File: config.mk
export PLATFORM = sky130hd
export DESIGN_NAME = mem64_port_arbiter
export DESIGN_NICKNAME = d
export VERILOG_FILES = /design/src/rtl/mem64_port_arbiter.sv
export SDC_FILE = /design/constraint.sdc
export NUM_CORES = 1
export LEC_CHECK = 0
export CAP_MARGIN = 20
export CORE_AREA = 2 2 176 178
export DETAILED_ROUTE_END_ITERATION = 10
export DIE_AREA = 0 0 178 180
export MAX_ROUTING_LAYER = met4
export SETUP_SLACK_MARGIN = 0.1
export SLEW_MARGIN = 20
export SYNTH_ARGS = -nofsm -noshare
export SYNTH_HDL_FRONTEND = slang
export SYNTH_SLANG_ARGS = --single-unit
File: constraint.sdc
create_clock -name clk -period 1.95 [get_ports clk]
set_input_delay 0.39 -clock clk [delete_from_list [all_inputs] [get_ports clk]]
set_output_delay 0.39 -clock clk [all_outputs]
set_load 0.03 [all_outputs]
File: src/rtl/mem64_port_arbiter.sv
// ----------------------------------------------------------------------------
// mem64_port_arbiter
//
// Purpose:
//   2:1 round-robin arbiter that shares the 64-bit burst port of
//   mem64_bram_ip between the L1 data cache (port 0) and a second line
//   requester (port 1, I-side or DMA). Once a port is granted it keeps the
//   memory for a whole BURST_LEN-beat line. The grant then passes to the
//   other port if that port is waiting. Each requester sees the same
//   req/wr/addr/wdata/ready/rvalid/rdata protocol as the raw memory.
//
// Parameters:
//   ADDR_BITS  byte address width passed through to memory (default 16)
//   DATA_W     beat width (default 64)
//   BURST_LEN  beats per line transfer, power of 2, >= 2 (default 8)
//
// Ports:
//   clk, rst                 single clock, synchronous active-high reset
//   rN_req/wr/addr/wdata     requester N inputs (N = 0, 1)
//   rN_ready/rvalid/rdata    requester N beat handshakes and read data
//   rN_gnt                   port N owns the memory this cycle
//   mem_req/wr/addr/wdata    to memory
//   mem_ready/rvalid/rdata   from memory
//
// Configuration:
//   ARB_STATS_EN  when defined, adds saturating 16-bit counters:
//                 stat_gnt0, stat_gnt1 and stat_conflict.
// ----------------------------------------------------------------------------
module mem64_port_arbiter #(
   parameter int ADDR_BITS = 16,
   parameter int DATA_W    = 64,
   parameter int BURST_LEN = 8
) (
   input  logic                 clk,
   input  logic                 rst,
   input  logic                 r0_req,
   input  logic                 r0_wr,
   input  logic [ADDR_BITS-1:0] r0_addr,
   input  logic [DATA_W-1:0]    r0_wdata,
   output logic                 r0_ready,
   output logic                 r0_rvalid,
   output logic [DATA_W-1:0]    r0_rdata,
   output logic                 r0_gnt,
   input  logic                 r1_req,
   input  logic                 r1_wr,
   input  logic [ADDR_BITS-1:0] r1_addr,
   input  logic [DATA_W-1:0]    r1_wdata,
   output logic                 r1_ready,
   output logic                 r1_rvalid,
   output logic [DATA_W-1:0]    r1_rdata,
   output logic                 r1_gnt,
   output logic                 mem_req,
   output logic                 mem_wr,
   output logic [ADDR_BITS-1:0] mem_addr,
   output logic [DATA_W-1:0]    mem_wdata,
   input  logic                 mem_ready,
   input  logic                 mem_rvalid,
   input  logic [DATA_W-1:0]    mem_rdata
`ifdef ARB_STATS_EN
   ,
   output logic [15:0]          stat_gnt0,
   output logic [15:0]          stat_gnt1,
   output logic [15:0]          stat_conflict
`endif
);

   localparam int BEAT_W = (BURST_LEN > 2) ? $clog2(BURST_LEN) : 1;
   localparam logic [BEAT_W-1:0] LAST_BEAT = BEAT_W'(BURST_LEN - 1);

   localparam logic ST_IDLE = 1'b0;
   localparam logic ST_BUSY = 1'b1;

   logic              state;
   logic              owner;
   logic              rr_ptr;
   logic [BEAT_W-1:0] beat;

   logic                 busy;
   logic                 owner_req;
   logic                 owner_wr;
   logic [ADDR_BITS-1:0] owner_addr;
   logic [DATA_W-1:0]    owner_wdata;
   logic                 beat_done;
   logic                 any_req;
   logic                 pick;

   assign busy        = (state == ST_BUSY);
   assign owner_req   = owner ? r1_req   : r0_req;
   assign owner_wr    = owner ? r1_wr    : r0_wr;
   assign owner_addr  = owner ? r1_addr  : r0_addr;
   assign owner_wdata = owner ? r1_wdata : r0_wdata;

   // When both ports ask at once the round-robin pointer breaks the tie;
   // otherwise the single requester wins.
   assign any_req = r0_req | r1_req;
   assign pick    = (r0_req & r1_req) ? rr_ptr : r1_req;

   // Memory side only sees the owner's request while busy. In IDLE every
   // outgoing field is zero so the memory never sees a stale address.
   assign mem_req   = busy & owner_req;
   assign mem_wr    = busy & owner_wr;
   assign mem_addr  = busy ? owner_addr  : '0;
   assign mem_wdata = busy ? owner_wdata : '0;

   // A beat counts only on the handshake that matches the burst direction.
   assign beat_done = mem_req & (mem_wr ? mem_ready : mem_rvalid);

   assign r0_gnt    = busy & ~owner;
   assign r1_gnt    = busy &  owner;
   assign r0_ready  = r0_gnt & mem_ready;
   assign r1_ready  = r1_gnt & mem_ready;
   assign r0_rvalid = r0_gnt & mem_rvalid;
   assign r1_rvalid = r1_gnt & mem_rvalid;
   assign r0_rdata  = mem_rdata;
   assign r1_rdata  = mem_rdata;

   // Arbitration FSM. IDLE always lasts at least one clock. This gives a
   // waiting peer its turn even if the previous owner re-requests at once.
   // Both a completed line and an owner abort hand priority to the other port.
   always_ff @(posedge clk) begin
      if (rst) begin
         state  <= ST_IDLE;
         owner  <= 1'b0;
         rr_ptr <= 1'b0;
         beat   <= '0;
      end else begin
         case (state)
            ST_IDLE: begin
               if (any_req) begin
                  state <= ST_BUSY;
                  owner <= pick;
                  beat  <= '0;
               end
            end
            ST_BUSY: begin
               if (!owner_req) begin
                  state  <= ST_IDLE;
                  beat   <= '0;
                  rr_ptr <= ~owner;
               end else if (beat_done) begin
                  if (beat == LAST_BEAT) begin
                     state  <= ST_IDLE;
                     beat   <= '0;
                     rr_ptr <= ~owner;
                  end else begin
                     beat <= beat + 1'b1;
                  end
               end
            end
            default: state <= ST_IDLE;
         endcase
      end
   end

`ifdef ARB_STATS_EN
   // Grant counters bump on the IDLE edge that issues the grant. The
   // conflict counter bumps on every IDLE cycle in which both ports ask.
   // All three counters stick at all-ones instead of wrapping.
   always_ff @(posedge clk) begin
      if (rst) begin
         stat_gnt0     <= '0;
         stat_gnt1     <= '0;
         stat_conflict <= '0;
      end else if (!busy) begin
         if (any_req && !pick && stat_gnt0 != 16'hFFFF)
            stat_gnt0 <= stat_gnt0 + 16'd1;
         if (any_req && pick && stat_gnt1 != 16'hFFFF)
            stat_gnt1 <= stat_gnt1 + 16'd1;
         if (r0_req && r1_req && stat_conflict != 16'hFFFF)
            stat_conflict <= stat_conflict + 16'd1;
      end
   end
`endif

endmodule

======== Word level (Yosys, flattened, before mapping) ========
Cells that the tools add are included.
word-level totals
  register bits after elaboration ......... 6
  input port bits ......................... 232
  output and inout port bits .............. 216
  logic and storage cells ................. 47
operators by class
  add/sub/neg operators ................... 1
  eq/ne operators ......................... 5
  muxes and demuxes ....................... 21
  bitwise operators ....................... 13
  reduce and logical (&&, ||, !) cells .... 3
operators with widths
  kind                 count
  $mux 64              2
  $mux 16              2
  $mux 3               4
  $mux 1               11
  $and 1x1->1          10
  $pmux 3 s2           1
  $ne 2x1->1 const B   2
  $reduce_and 2->1     2
  $add 3x1->3 const B  1
  $eq 3x3->1 const B   1
  $ne 3x2->1 const B   1
  $reduce_and 3->1     1
  $ne 2x2->1 const B   1
  $not 1->1            2
  $pmux 1 s2           1
  $or 1x1->1           1

======== Logic depth before layout (Yosys ltp) ========
  word-level depth ........................ 7
  depth in mapped cells ................... 6
  gate-level depth less buffers ........... 6

======== Worst setup path after synthesis ========
Ideal clock, no wire load.
  path kind ............................... register to output
  start ................................... reg owner
  end ..................................... out mem_wdata[14]
  data arrival time ....................... 1.535 ns
  required time ........................... 1.560 ns
  path slack .............................. 0.025 ns
  cell stages (with the launch flop) ...... 6
  path buffers ............................ 3
  path through ............................ dfxtp_1 > buf_4 > clkbuf_1 > buf_2 > mux2i_1 > nor2_1
on the way
  longest elaborated chain between the ends .. 2
RTL lines
  element                   line  source
  start: declaration        74    logic owner;
  start signal: assignment  131   owner <= pick;
  $mux 64                   91    assign owner_wdata = owner ? r1_wdata : r0_wdata;
  $mux 64                   103   assign mem_wdata = busy ? owner_wdata : '0;
  end: declaration          55    output logic [DATA_W-1:0] mem_wdata,
Every way passes these cells.

======== Worst setup path after layout ========
  start ................................... reg owner
  end ..................................... out mem_wdata[9]
Same word-level chain as after synthesis.

==> key figures <==
Power and ir drop
  – Power Density: 370 mW/mm^2
  – P_leak: between 1.5 and 2 nW
  – Max rail drop VDD: approximately 0.00027 V

Setup path
  – Critical Path End Type: primary output
  – Crit path DAT: 1.46 ns
  – Slowest stage delay, CP: 0.40 ns
  – WS Path Type: register to primary output
  – Slowest stage cell, crit path: dfxtp_4
  – Req. time, crit path: 1.56 ns
  – Startpoint types: register
  – Crit-path cells: buf_12 -> mux2i_1 -> nor2_1 -> buf_4
  – Critical path fanouts, max: 40

Clock tree
  – H-tree depth: 1
  – CTS Buf Count: 3
  – Clock transition at path regs: 0.04 ns
  – Clock Latency Late Sink: 0.23 ns
  – CTS sink cnt: 6
  – CTS root buf: clkbuf_16
  – Clock Path Buffers: 2
  – CTS tree: built

GRT
  – Grt ovf: 0
  – Tot GR Track Use: 6.20%
  – First-pass GRT wire length: roughly 15 mm
  – Antenna violations before repair: 1
  – Vias in the first global route: between 2000 and 3000
  – Largest net degree at the start of global routing: 45

Finish
  – # diodes: 0
  – FF+latch area: 124 um^2
  – P&R area growth vs syn: 93.6%
  – Final nets: 725
  – Fillers: 3390
  – Share of cells above drive strength 1: 35.7%
  – Final core occ: 16.4%
  – Area of the multi-input gates: 0.00155 mm^2
  – Design area: 0.00495 mm^2

Synth
  – Post-synthesis sequential area ratio: 4.70%
  – Yosys warning count: 0
  – Post-synth net total: 591
  – Gate Count Post-Synth: between 300 and 400
  – Cell variety after synth: 23
  – FF+latch count, synth: 6
  – Synth Area per Inst: a little over 7 um^2
  – Post-Syn Area: about 0.0026 mm^2

Timing
  – Setup_tns: 0 ns
  – Worst Clk Skew: 0.00135 ns
  – Final min period: 1.85 ns
  – Maximum operating frequency: around 540 MHz
  – Worst slew pin tran: 0.531 ns
  – Period utilisation layout: approximately 95%
  – Setup-failing EPs final: 0
  – Hold slack: between 0.4 and 0.5 ns
  – Slew Limit Headroom: 64.3%
  – RSZ-0062 raised after global routing: yes
  – Final hold vios: 0
  – Fin. max-slew vios: 0

Drt
  – Post-DRT Antenna Nets: 0
  – Routed WL: roughly 11 mm
  – Residual DRC count: 0
  – Routed vias: 2769
  – Avg Vias per Cell: 3.13
  – Initial DRC Count: between 40 and 50
  – DR WL/cell: 12.3 um
  – Pre-Repair DR Iteration Count: 4

Floorplanning
  – Die Area: 0.0320 mm^2
  – Cell Rows: 64
  – Starting Density: 8.47%
  – Core Region: 0.0302 mm^2
  – Width of the die: approximately 180 um
  – Die Height: around 180 um
  – Ports: 448

Min path
  – HP Class: register to register

Place
  – Detailed Place HPWL: 9.13 mm
  – Cell Area, Placed: 0.00472 mm^2
  – Placer's final routability congestion estimate: around 0.69
  – Port buffer count: 255

Run status
  – Status: finished clean

Job
  – Max_cap viols: 0
[cell type report]
| class | count | share of cell area [%] |
|---|---|---|
| clock buffer | 4 | 1.59 |
| sequential | 6 | 2.50 |
| multi-input combinational | 199 | 31.3 |
| tap | 396 | 10.0 |
| inverter | 4 | 0.354 |
| timing repair buffer | 277 | 54.2 |
[cell families (layout without fill, tap and decap cells)]
logic type	Yosys count	in the layout	synth area share, %
AO/OA/AOI/OAI	7	7	1.86
adder cells (fa/ha/maj)	2	2	0.979
buffers and inverters	152	285	41.5
flip-flops	6	6	4.70
multiplexers	84	84	32.9
AND/OR/NAND/NOR	106	106	18.0
[placed cells by master, fill, tap and decap left out]
cell type / Yosys / layout
buf_16: 0 / 1
ha_1: 2 / 2
mux2i_2: 0 / 10
nand2b_1: 3 / 3
nand4b_1: 2 / 2
a221oi_1: 1 / 1
dfxtp_4: 0 / 1
nor3_1: 2 / 2
bufbuf_16: 0 / 1
clkdlybuf4s50_1: 0 / 167
inv_4: 0 / 1
nand3_1: 2 / 2
mux2_2: 1 / 1
a21oi_1: 1 / 1
dfxtp_1: 6 / 5
o211ai_1: 2 / 2
o21ai_0: 2 / 2
nor2_2: 0 / 47
clkbuf_1: 14 / 1
mux2i_1: 83 / 72
buf_4: 129 / 96
nand3b_1: 5 / 5
buf_12: 0 / 11
mux2i_4: 0 / 1
buf_6: 0 / 1
inv_1: 4 / 3
nor2_1: 83 / 35
or4b_1: 1 / 1
nor2_4: 0 / 1
clkbuf_16: 0 / 3
nand2_1: 2 / 2
and2_1: 4 / 4
o221ai_1: 1 / 1
and3_1: 2 / 2
[power by group]
group | internal, mW | total, mW | leakage [nW] | switching, mW
Clock | 0.271 | 0.343 | 0.0382 | 0.0713
Combinational | 0.709 | 1.35 | 1.78 | 0.642
Sequential | 0.130 | 0.140 | 0.0498 | 0.0103
Total | 1.11 | 1.83 | 1.87 | 0.723
[sequential cells by signal, indices dropped and copies added, names as in the netlist]
signal	flops
beat	3
busy	1
owner	1
rr_ptr	1
[critical path: cells and delay by family (launching register included)]
| kind | cells | cell delay, ns |
|---|---|---|
| muxes | 1 | 0.28 |
| buffers and inverters | 2 | 0.44 |
| and+or+nand+nor | 1 | 0.06 |
| DFF | 1 | 0.40 |
[Yosys cell counts]
| cell | count | share of area [%] |
|---|---|---|
| a21oi_1 | 1 | 0.20 |
| a221oi_1 | 1 | 0.34 |
| and2_1 | 4 | 0.98 |
| and3_1 | 2 | 0.49 |
| buf_2 | 5 | 0.98 |
| buf_4 | 129 | 38 |
| clkbuf_1 | 14 | 2.1 |
| dfxtp_1 | 6 | 4.7 |
| ha_1 | 2 | 0.98 |
| inv_1 | 4 | 0.59 |
| mux2_2 | 1 | 0.44 |
| mux2i_1 | 83 | 33 |
| nand2_1 | 2 | 0.29 |
| nand2b_1 | 3 | 0.73 |
| nand3_1 | 2 | 0.39 |
| nand3b_1 | 5 | 1.5 |
| nand4b_1 | 2 | 0.69 |
| nor2_1 | 83 | 12 |
| nor3_1 | 2 | 0.39 |
| o211ai_1 | 2 | 0.59 |
| o21ai_0 | 2 | 0.39 |
| o221ai_1 | 1 | 0.34 |
| or4b_1 | 1 | 0.39 |
[path summary, 6_finish.rpt]
| kind | start | endpoint | slack, ns | cells after the start |
|---|---|---|---|---|
| setup / recovery | owner | mem_wdata[9] | 0.1 | 4 |
| hold / removal | rr_ptr | rr_ptr | 0.46 | 2 |
| setup reg to reg | owner | beat[0] | 0.12 | 6 |
| hold reg to reg | rr_ptr | rr_ptr | 0.46 | 2 |
[per-layer routing]
| metal | vias to the layer above | routed length, um | track usage (%) |
|---|---|---|---|
| met5 | - | 0 | - |
| met4 | 0 | 656 | 3.87 |
| met3 | 71 | 1510 | 2.37 |
| met2 | 220 | 5040 | 10.7 |
| met1 | 1172 | 3670 | 5.70 |
| li1 | 1306 | - | - |
[through the flow]
step           setup WS, ns  cells  power (mW)
2_1_floorplan         0.124    357        1.26
3_3_place_gp        -0.0876    874        1.44
3_5_place_dp        -0.0931    874        1.45
4_1_cts              0.0436    880        1.82
5_1_grt              0.0254    886        1.93
6_report             0.0973    886        1.83
[repair_timing]
item,in CTS,in global routing
hold buffers,0,0
buffers inserted,1,6
endpoints found under the setup margin,18,74
gates resized for setup,1,14
cloned,1,0
Power figures use the tool's default switching activity.
